`src/rtl/uart_rx_ctrl.sv`:
```
// uart_rx_ctrl: baud-load sequencer, byte capture FIFO and frame watchdog
// for a receive-only UART core. Baud periods are pushed over the core's
// 8-bit load bus as a high/low strobe pair, only while the line is idle.
module uart_rx_ctrl #(
    parameter int          FIFO_DEPTH   = 8,
    parameter int          ADDR_W       = 3,
    parameter logic [15:0] BAUD_DEFAULT = 16'd433,
    parameter bit          WD_EN        = 1'b1
) (
    input  logic              clk,
    input  logic              reset,
    input  logic              cfg_wr,
    input  logic [15:0]       cfg_baud,
    output logic              cfg_busy,
    input  logic              rx_serial_in,
    input  logic [7:0]        rx_data_in,
    input  logic              rx_avail_in,
    output logic [7:0]        rx_load_data_out,
    output logic              rx_baud_hi_out,
    output logic              rx_baud_lo_out,
    output logic              rd_valid,
    output logic [7:0]        rd_data,
    input  logic              rd_ready,
    output logic [ADDR_W:0]   fifo_count,
    output logic              overflow,
    output logic              frame_timeout,
    input  logic              status_clr
);

    typedef enum logic [1:0] {
        IDLE,
        LOAD_WAIT,
        LOAD_HI,
        LOAD_LO
    } loadState_t;

    localparam logic [ADDR_W:0] FULL_COUNT = (ADDR_W + 1)'(FIFO_DEPTH);
    localparam logic [19:0]     WD_MAX     = 20'hFFFFF;

    loadState_t loadState;
    loadState_t nextState;

    logic [15:0] baudShadow;
    logic [15:0] baudActive;

    logic availD;
    logic availRise;
    logic frameActive;

    logic [7:0]        mem [FIFO_DEPTH];
    logic [ADDR_W-1:0] wrPtr;
    logic [ADDR_W-1:0] rdPtr;
    logic [ADDR_W:0]   fifoCount;
    logic              fifoFull;
    logic              push;
    logic              pop;
    logic              dropByte;

    logic [19:0] wdCount;
    logic [19:0] wdNext;
    logic [16:0] wdBase;
    logic [20:0] wdProduct;
    logic [19:0] wdLimit;
    logic        wdExpire;

    // ---------------------------------------------------------------
    // Edge detect, FIFO handshake and watchdog limit
    // ---------------------------------------------------------------
    assign availRise = rx_avail_in & ~availD;
    assign fifoFull  = (fifoCount == FULL_COUNT);
    assign rd_valid  = (fifoCount != '0);
    assign pop       = rd_valid & rd_ready;
    // A full FIFO still accepts a byte when the head leaves in the same cycle.
    assign push      = availRise & (~fifoFull | pop);
    assign dropByte  = availRise & fifoFull & ~pop;
    assign rd_data   = rd_valid ? mem[rdPtr] : 8'h00;
    assign fifo_count = fifoCount;

    // 12*(b) built from shifts; the 21-bit sum cannot overflow for b <= 2^16.
    assign wdBase    = {1'b0, baudActive} + 17'd1;
    assign wdProduct = ({4'b0000, wdBase} << 3) + ({4'b0000, wdBase} << 2);
    assign wdLimit   = wdProduct[20] ? WD_MAX : wdProduct[19:0];
    assign wdNext    = wdCount + 20'd1;
    assign wdExpire  = WD_EN && frameActive && (wdNext >= wdLimit);

    assign cfg_busy = (loadState != IDLE);

    // Load FSM state register plus the shadow/active baud copies
    // NOTE: clocked state uses non-blocking assignments so every register
    // samples pre-edge values regardless of statement order.
    always_ff @(posedge clk or posedge reset) begin
        if (reset) begin
            loadState  <= LOAD_WAIT;
            baudShadow <= BAUD_DEFAULT;
            baudActive <= BAUD_DEFAULT;
        end else begin
            loadState <= nextState;
            if (loadState == IDLE && cfg_wr) begin
                baudShadow <= cfg_baud;
            end
            if (loadState == LOAD_LO) begin
                baudActive <= baudShadow;
            end
        end
    end

    // Load FSM next-state and strobe decode
    // NOTE: every output gets a default before the case so no path leaves a
    // signal unassigned, which would otherwise infer a latch.
    always_comb begin
        nextState        = loadState;
        rx_baud_hi_out   = 1'b0;
        rx_baud_lo_out   = 1'b0;
        rx_load_data_out = 8'h00;
        case (loadState)
            IDLE: begin
                if (cfg_wr) begin
                    nextState = LOAD_WAIT;
                end
            end
            LOAD_WAIT: begin
                if (!frameActive && rx_serial_in) begin
                    nextState = LOAD_HI;
                end
            end
            LOAD_HI: begin
                rx_baud_hi_out   = 1'b1;
                rx_load_data_out = baudShadow[15:8];
                // A start bit here pulls the core out of idle; retry the pair later.
                nextState = rx_serial_in ? LOAD_LO : LOAD_WAIT;
            end
            LOAD_LO: begin
                rx_baud_lo_out   = 1'b1;
                rx_load_data_out = baudShadow[7:0];
                nextState        = IDLE;
            end
            default: nextState = IDLE;
        endcase
    end

    // Frame tracking: opens on a low line, closes on byte arrival or timeout
    always_ff @(posedge clk or posedge reset) begin
        if (reset) begin
            availD      <= 1'b0;
            frameActive <= 1'b0;
            wdCount     <= '0;
        end else begin
            availD <= rx_avail_in;
            if (availRise || wdExpire) begin
                frameActive <= 1'b0;
            end else if (!frameActive && !rx_serial_in) begin
                frameActive <= 1'b1;
            end
            if (frameActive && !availRise && !wdExpire) begin
                wdCount <= wdNext;
            end else begin
                wdCount <= '0;
            end
        end
    end

    // FIFO storage write port
    // NOTE: the data array has no reset; only pointers and count do, and
    // rd_data is forced to zero while empty so stale contents never leak.
    always_ff @(posedge clk) begin
        if (push) begin
            mem[wrPtr] <= rx_data_in;
        end
    end

    // FIFO pointers and occupancy
    always_ff @(posedge clk or posedge reset) begin
        if (reset) begin
            wrPtr     <= '0;
            rdPtr     <= '0;
            fifoCount <= '0;
        end else begin
            if (push) begin
                wrPtr <= wrPtr + ADDR_W'(1);
            end
            if (pop) begin
                rdPtr <= rdPtr + ADDR_W'(1);
            end
            case ({push, pop})
                2'b10:   fifoCount <= fifoCount + (ADDR_W + 1)'(1);
                2'b01:   fifoCount <= fifoCount - (ADDR_W + 1)'(1);
                default: fifoCount <= fifoCount;
            endcase
        end
    end

    // Sticky status flags; a set in the same cycle wins over status_clr
    always_ff @(posedge clk or posedge reset) begin
        if (reset) begin
            overflow      <= 1'b0;
            frame_timeout <= 1'b0;
        end else begin
            if (dropByte) begin
                overflow <= 1'b1;
            end else if (status_clr) begin
                overflow <= 1'b0;
            end
            if (wdExpire) begin
                frame_timeout <= 1'b1;
            end else if (status_clr) begin
                frame_timeout <= 1'b0;
            end
        end
    end

endmodule
```
`config.mk`:
```
export PLATFORM = sky130hd
export DESIGN_NAME = uart_rx_ctrl
export DESIGN_NICKNAME = d
export VERILOG_FILES = /design/src/rtl/uart_rx_ctrl.sv
export SDC_FILE = /design/constraint.sdc
export NUM_CORES = 1
export LEC_CHECK = 0
export CELL_PAD_IN_SITES_DETAIL_PLACEMENT = 1
export CELL_PAD_IN_SITES_GLOBAL_PLACEMENT = 1
export CORE_MARGIN = 4
export CORE_UTILIZATION = 48
export CTS_CLUSTER_SIZE = 24
export DETAILED_ROUTE_END_ITERATION = 6
export GPL_TIMING_DRIVEN = 1
export PLACE_DENSITY = 0.81
export SLEW_MARGIN = 20
export SYNTH_ARGS = -nofsm -noshare
export SYNTH_HDL_FRONTEND = slang
export SYNTH_SLANG_ARGS = --single-unit
```
`constraint.sdc`:
```
create_clock -name clk -period 7 [get_ports clk]
set_input_delay 0.7 -clock clk [delete_from_list [all_inputs] [get_ports clk]]
set_output_delay 0.7 -clock clk [all_outputs]
set_load 0.05 [all_outputs]
```
# Word level (Yosys, flattened, before mapping)
# Memory sizes are Yosys's and may differ from the RTL's.
# Index checks and enable logic that the tools add are counted.
op_classes:
  addsub: 7
  magnitude_cmp: 1
  n_eq_ne: 8
  mux: 18
  bitwise_logic: 9
  reduce_logical: 19
ops:
  columns: ["cell", "count"]
  rows:
  - ["2-to-1 mux 20 bit", 2]
  - ["adder 20 x 19 -> 21 bit", 1]
  - ["adder 20 x 1 -> 20 bit, second input constant", 1]
  - [">= comparator 20 bit", 1]
  - ["adder 16 x 1 -> 17 bit, second input constant", 1]
  - ["case mux 8 bit (2 select lines)", 1]
  - ["nonzero test 2 bit", 5]
  - ["2-to-1 mux 1 bit", 9]
  - ["2-to-1 mux 8 bit", 1]
  - ["case mux 2 bit (4 select lines)", 1]
  - ["case mux 4 bit (2 select lines)", 1]
  - ["adder 3 x 1 -> 3 bit, second input constant", 2]
  - ["equality test 2 bit, second input constant", 3]
  - ["logical AND 1 bit", 6]
  - ["2-to-1 mux 2 bit", 3]
  - ["AND 1 bit", 5]
  - ["adder 4 x 1 -> 4 bit, second input constant", 1]
  - ["equality test 2 x 1 -> 1 bit, second input constant", 2]
  - ["equality test 4 bit, second input constant", 1]
  - ["zero test 1 bit", 4]
  - ["inequality test 2 bit, second input constant", 2]
  - ["nonzero test 4 bit", 1]
  - ["subtractor 4 x 1 -> 4 bit, second input constant", 1]
  - ["inverter 1 bit", 3]
  - ["4 further kinds", 4]
word_totals:
  regBits: 68
  mem_bits_rw: 64
  input_bits: 31
  out_inout_bits: 26
  word_cells: 74
  n_memories: 1
memory_table:
  columns: ["memory", "words", "width", "read_ports", "rd_clocked_by_memory_dff", "write_ports", "line_no", "rtl"]
  rows:
  - ["mem", 8, 8, 1, 0, 1, "50", "logic [7:0] mem [FIFO_DEPTH];"]

# Logic depth before layout (Yosys ltp)
depth:
  word_depth: 8
  ltp_mapped: 28
  mapped_depth_nobuf: 24

# Worst setup path before layout
# OpenSTA, ideal clock, no wires.
synth_timing:
  kind: "reg-to-reg"
  start: "register baudActive[0]"
  end: "register wdCount[10]"
  setup_ns: 0.074
  t_arrival_ns: 5.296
  required_time_ns: 6.926
  slack_ns: 1.631
  path_stages_with_launch: 29
  path_buffers: 4
  period_less_slack_ns: 5.369
  path_cell_list: "dfstp_2 -> ha_1 -> buf_2 -> nand3_2 -> xor2_1 -> inv_1 -> ha_1 -> a21oi_1 -> o21a_1 -> buf_2 -> nand4_1 -> a221o_1 -> a31o_2 -> a221o_1 -> a21o_1 -> a21oi_2 -> inv_2 -> buf_6 -> ha_1 -> nand2b_1 -> a21o_1 -> a21o_1 -> a21oi_1 -> o211ai_1 -> a31oi_1 -> o21ai_0 -> a21o_1 -> clkbuf_1 -> nor2b_1"
synth_between:
  elab_chain_len: 8
synth_rtl:
  columns: ["item", "line_no", "rtl"]
  rows:
  - ["start, declared", "44", "logic [15:0] baudActive;"]
  - ["start signal, assigned", "102", "baudActive <= baudShadow;"]
  - ["adder 16 x 1 -> 17 bit", "80", "assign wdBase = {1'b0, baudActive} + 17'd1;"]
  - ["adder 20 x 19 -> 21 bit", "81", "assign wdProduct = ({4'b0000, wdBase} << 3) + ({4'b0000, wdBase} << 2);"]
  - ["2-to-1 mux 20 bit", "82", "assign wdLimit = wdProduct[20] ? WD_MAX : wdProduct[19:0];"]
  - [">= comparator 20 bit", "84", "assign wdExpire = WD_EN && frameActive && (wdNext >= wdLimit);"]
  - ["logical AND 1 bit", "84", null]
  - ["zero test 1 bit", "154", "if (frameActive && !availRise && !wdExpire) begin"]
  - ["logical AND 1 bit", "154", null]
  - ["2-to-1 mux 20 bit", "154", null]
  - ["end signal, assigned", "155", "wdCount <= wdNext;"]
  - ["end, declared", "59", "logic [19:0] wdCount;"]
# Every way passes these cells.
# A chain may end at the register's enable or synchronous reset.

# Worst setup path in the final report
layout_timing:
  start: "register baudActive[0]"
  end: "register wdCount[7]"
# The elaborated chain is that of the path after synthesis.

==> flow_metrics.tcl <==
set metrics [dict create \
    r2r-end "wdCount[7]" \
    tightest_slew_ns 1.05 \
    start_kind "flip-flop" \
    min_to "baudActive[5]" \
    cp_max_fo 20 \
    synth_async_sr_flop_share 0.515 \
    crit_start "baudActive[0]" \
    final_common_cell "edfxtp_1" \
    yosys_warnings 0 \
    crit_arrival_ns 6.78 \
    fmax_mhz 156 \
    worst-path-buf-inv 2 \
    cts_hold_buf 0 \
    finalCriticalPeriod_ns 6.43 \
    clock-sinks 132 \
    grt_max_degree 69 \
    slew_headroom 0.298 \
    cap_violations 0 \
    coreArea_sq_um 15100 \
    grt_pass1_wl_microns 30600 \
    wl_per_cell_microns 20.9 \
    worstSetupPathType "flip-flop to flip-flop" \
    syn2layout_area_growth_pct 17.6 \
    holdCritPathClass "flip-flop to flip-flop" \
    skew_ns 0.00966 \
    fp.dieW_microns 132 \
    leakage_uw 0.00355 \
    drive_above_1_share 0.176 \
    vias 5126 \
    cts_root_buf "clkbuf_16" \
    ant_nets 0 \
    critPathCaptureType "flip-flop" \
    total_power_uw 4180 \
    slew_violations 0 \
    cts_buffers 17 \
    wl_microns 18400 \
    synth-edff-count 64 \
    slowest_stage "dfstp_2" \
    cts.repair.resized 0 \
    synth_ff_type "edfxtp_1" \
    ys_ff_latch 132 \
    crit_top_cell "ha_1" \
    grt_usage 0.223 \
    drc 0 \
    die_h_microns 132 \
    final_cell_mix "64 x edfxtp_1, 56 x dfrtp_1, 56 x clkdlybuf4s50_1, 40 x xnor2_1, 39 x ha_1" \
    vdd_drop_max_mv 0.275 \
    routed_via_density 5.81 \
    die-area_sq_um 17500 \
    finalHoldViolCount 0 \
    worst-endpoint-required_ns 7.35 \
    hp-start "baudShadow[5]" \
    syn_area_sq_um 7410 \
    grt_antenna_before_repair 1 \
    min_path_cells 2 \
    clk_latency_ns 0.43 \
    dpl.hpwl_microns 12700 \
    drtPass1Iterations 4 \
    htree_levels 4 \
    initial_core_util 0.489 \
    cp_top_family "compound AO/OA/AOI/OAI gates" \
    tns_ns 0 \
    gp_congestion 0.843 \
    crit_chain "ha_1 -> nand3_2 -> xor2_1 -> inv_1 -> ha_1 -> a21oi_1 -> o21a_1 -> nand4_1 -> a221o_1 -> a31o_2 -> a221o_1 -> a21o_1 -> a21oi_2 -> inv_2 -> nor2_1 -> ha_1 -> a2111oi_0 -> o211ai_1 -> a31oi_1 -> o21ai_0 -> a21o_1 -> nor2b_1" \
    layout.nets 753 \
    diodes 0 \
    synth.yosys.seq_area_share 0.491 \
    drtIter0Drc 350 \
    rows 45 \
    fin_hold_ws_ns 0.518 \
    synthesis.nets 696 \
    ios 57 \
    portBuffers 56 \
    timing.rr.start "baudActive[0]" \
    cp_slowest_stage_delay_ns 0.64 \
    r2r_setup_slack_ns 0.57 \
    cts_tree "yes" \
    clockBufferDepth 2 \
    overflow 0 \
    rr_worst_depth 22 \
    synthCells 625 \
    ys_types 70 \
    min_period_over_period 0.919 \
    cts.clk_slew.worst_paths_ns 0.06 \
    status "finished, final reports clean" \
    cts_setup_buffers 0 \
    setup_viol 0 \
    avgSynthCellArea_sq_um 11.9 \
    grt_pass1_vias 5702 \
    rsz0062_at_grt "no" \
    p_per_area_nw_per_um2 480 \
]
-- worst register-to-register path: cells and delay by family, from the launching register on --
kind / cells / cell delay [ns]
flip-flops: 1 / 0.64
XOR/XNOR: 1 / 0.27
AO/OA/AOI/OAI: 12 / 3.37
buffers and inverters: 2 / 0.32
adder cells (fa/ha/maj): 3 / 1.02
AND/OR/NAND/NOR: 4 / 0.72
-- sequential cells by signal (all words and copies together), names as in the netlist --
register and count:
baudShadow 16, fifo_count 4, availD 1, baudActive 16, frameActive 1, loadState 2, mem 64, frame_timeout 1
overflow 1, wdCount 20, wrPtr 3, rdPtr 3
-- metal layers --
metal | GRT usage | vias to the layer above | part of all wire
li1 | - | 2396 | -
met4 | 0.0762 | 0 | 0.016
met2 | 0.382 | 131 | 0.50
met5 | 0 | - | 0
met1 | 0.284 | 2579 | 0.43
met3 | 0.0431 | 20 | 0.044
-- power by group --
| group | switching [uW] | total, uW | internal (uW) |
|---|---|---|---|
| registers | 304 | 1300 | 995 |
| clock network | 359 | 887 | 528 |
| logic | 1120 | 1990 | 879 |
-- logic make-up (layout without fill, tap and decap cells) --
logic type,after synthesis,count (layout),share of synthesized area
compound gates,96,96,0.0922
mux,60,60,0.112
flops,132,132,0.491
xor+xnor,56,56,0.0662
buf+inv,51,121,0.0311
simple gates,190,190,0.139
fa+ha+maj,40,40,0.0685
-- area by class of cell --
cell class / count / area (sq um)
Timing Repair Buffer: 64 / 621
Fill cell: 1533 / 6430
Multi-Input combinational cell: 442 / 3540
Clock inverter: 14 / 153
Clock buffer: 18 / 429
Inverter: 25 / 93.8
Sequential cell: 132 / 3640
Tap cell: 188 / 235
-- metrics by stage --
step / setup WS [ns] / instance area [sq um] / utilization / instances
2_1_floorplan: 1.63 / 7410 / - / 625
3_3_place_gp: 1.03 / 8130 / 0.537 / 851
3_5_place_dp: 0.630 / 8130 / 0.537 / 851
4_1_cts: 0.607 / 8710 / 0.575 / 883
5_1_grt: 0.113 / 8710 / 0.575 / 883
6_report: 0.570 / 8710 / 0.575 / 883
-- synthesized netlist by cell type (3+ instances only) --
cell,n,share of area
nand2b_1,8,0.0068
a21o_1,11,0.011
a31oi_1,4,0.0034
a21oi_1,22,0.015
a2bb2oi_1,3,0.0035
buf_2,7,0.0047
nor2_1,36,0.018
a41o_1,3,0.0041
nor3_1,12,0.0081
nand2_1,37,0.019
mux4_2,16,0.049
o21ai_0,15,0.010
inv_1,24,0.012
and3_1,8,0.0068
dfrtp_1,57,0.19
buf_1,6,0.0030
dfstp_2,11,0.039
clkbuf_1,7,0.0035
mux2i_1,18,0.024
xor2_1,16,0.019
nor2_2,9,0.0076
edfxtp_1,64,0.26
nor4_1,3,0.0025
buf_4,4,0.0041
nand4_1,8,0.0068
nand3_1,17,0.011
a211oi_1,3,0.0030
xnor2_1,40,0.047
nor2b_1,32,0.027
or2_2,4,0.0034
ha_1,39,0.066
mux2_2,26,0.040
o21a_1,3,0.0030
o211ai_1,4,0.0041
-- how the worst max path moves through the flow --
stage / depth (start not counted) / endpoint / slack, ns
after floorplan: 28 / wdCount[10] / 1.63
after global placement: 24 / wdCount[7] / 1.03
after detailed placement: 22 / wdCount[9] / 0.63
after CTS: 22 / wdCount[0] / 0.61
after global routing: 22 / wdCount[7] / 0.11
final: 22 / wdCount[7] / 0.57
Power figures use the tool's default switching activity.
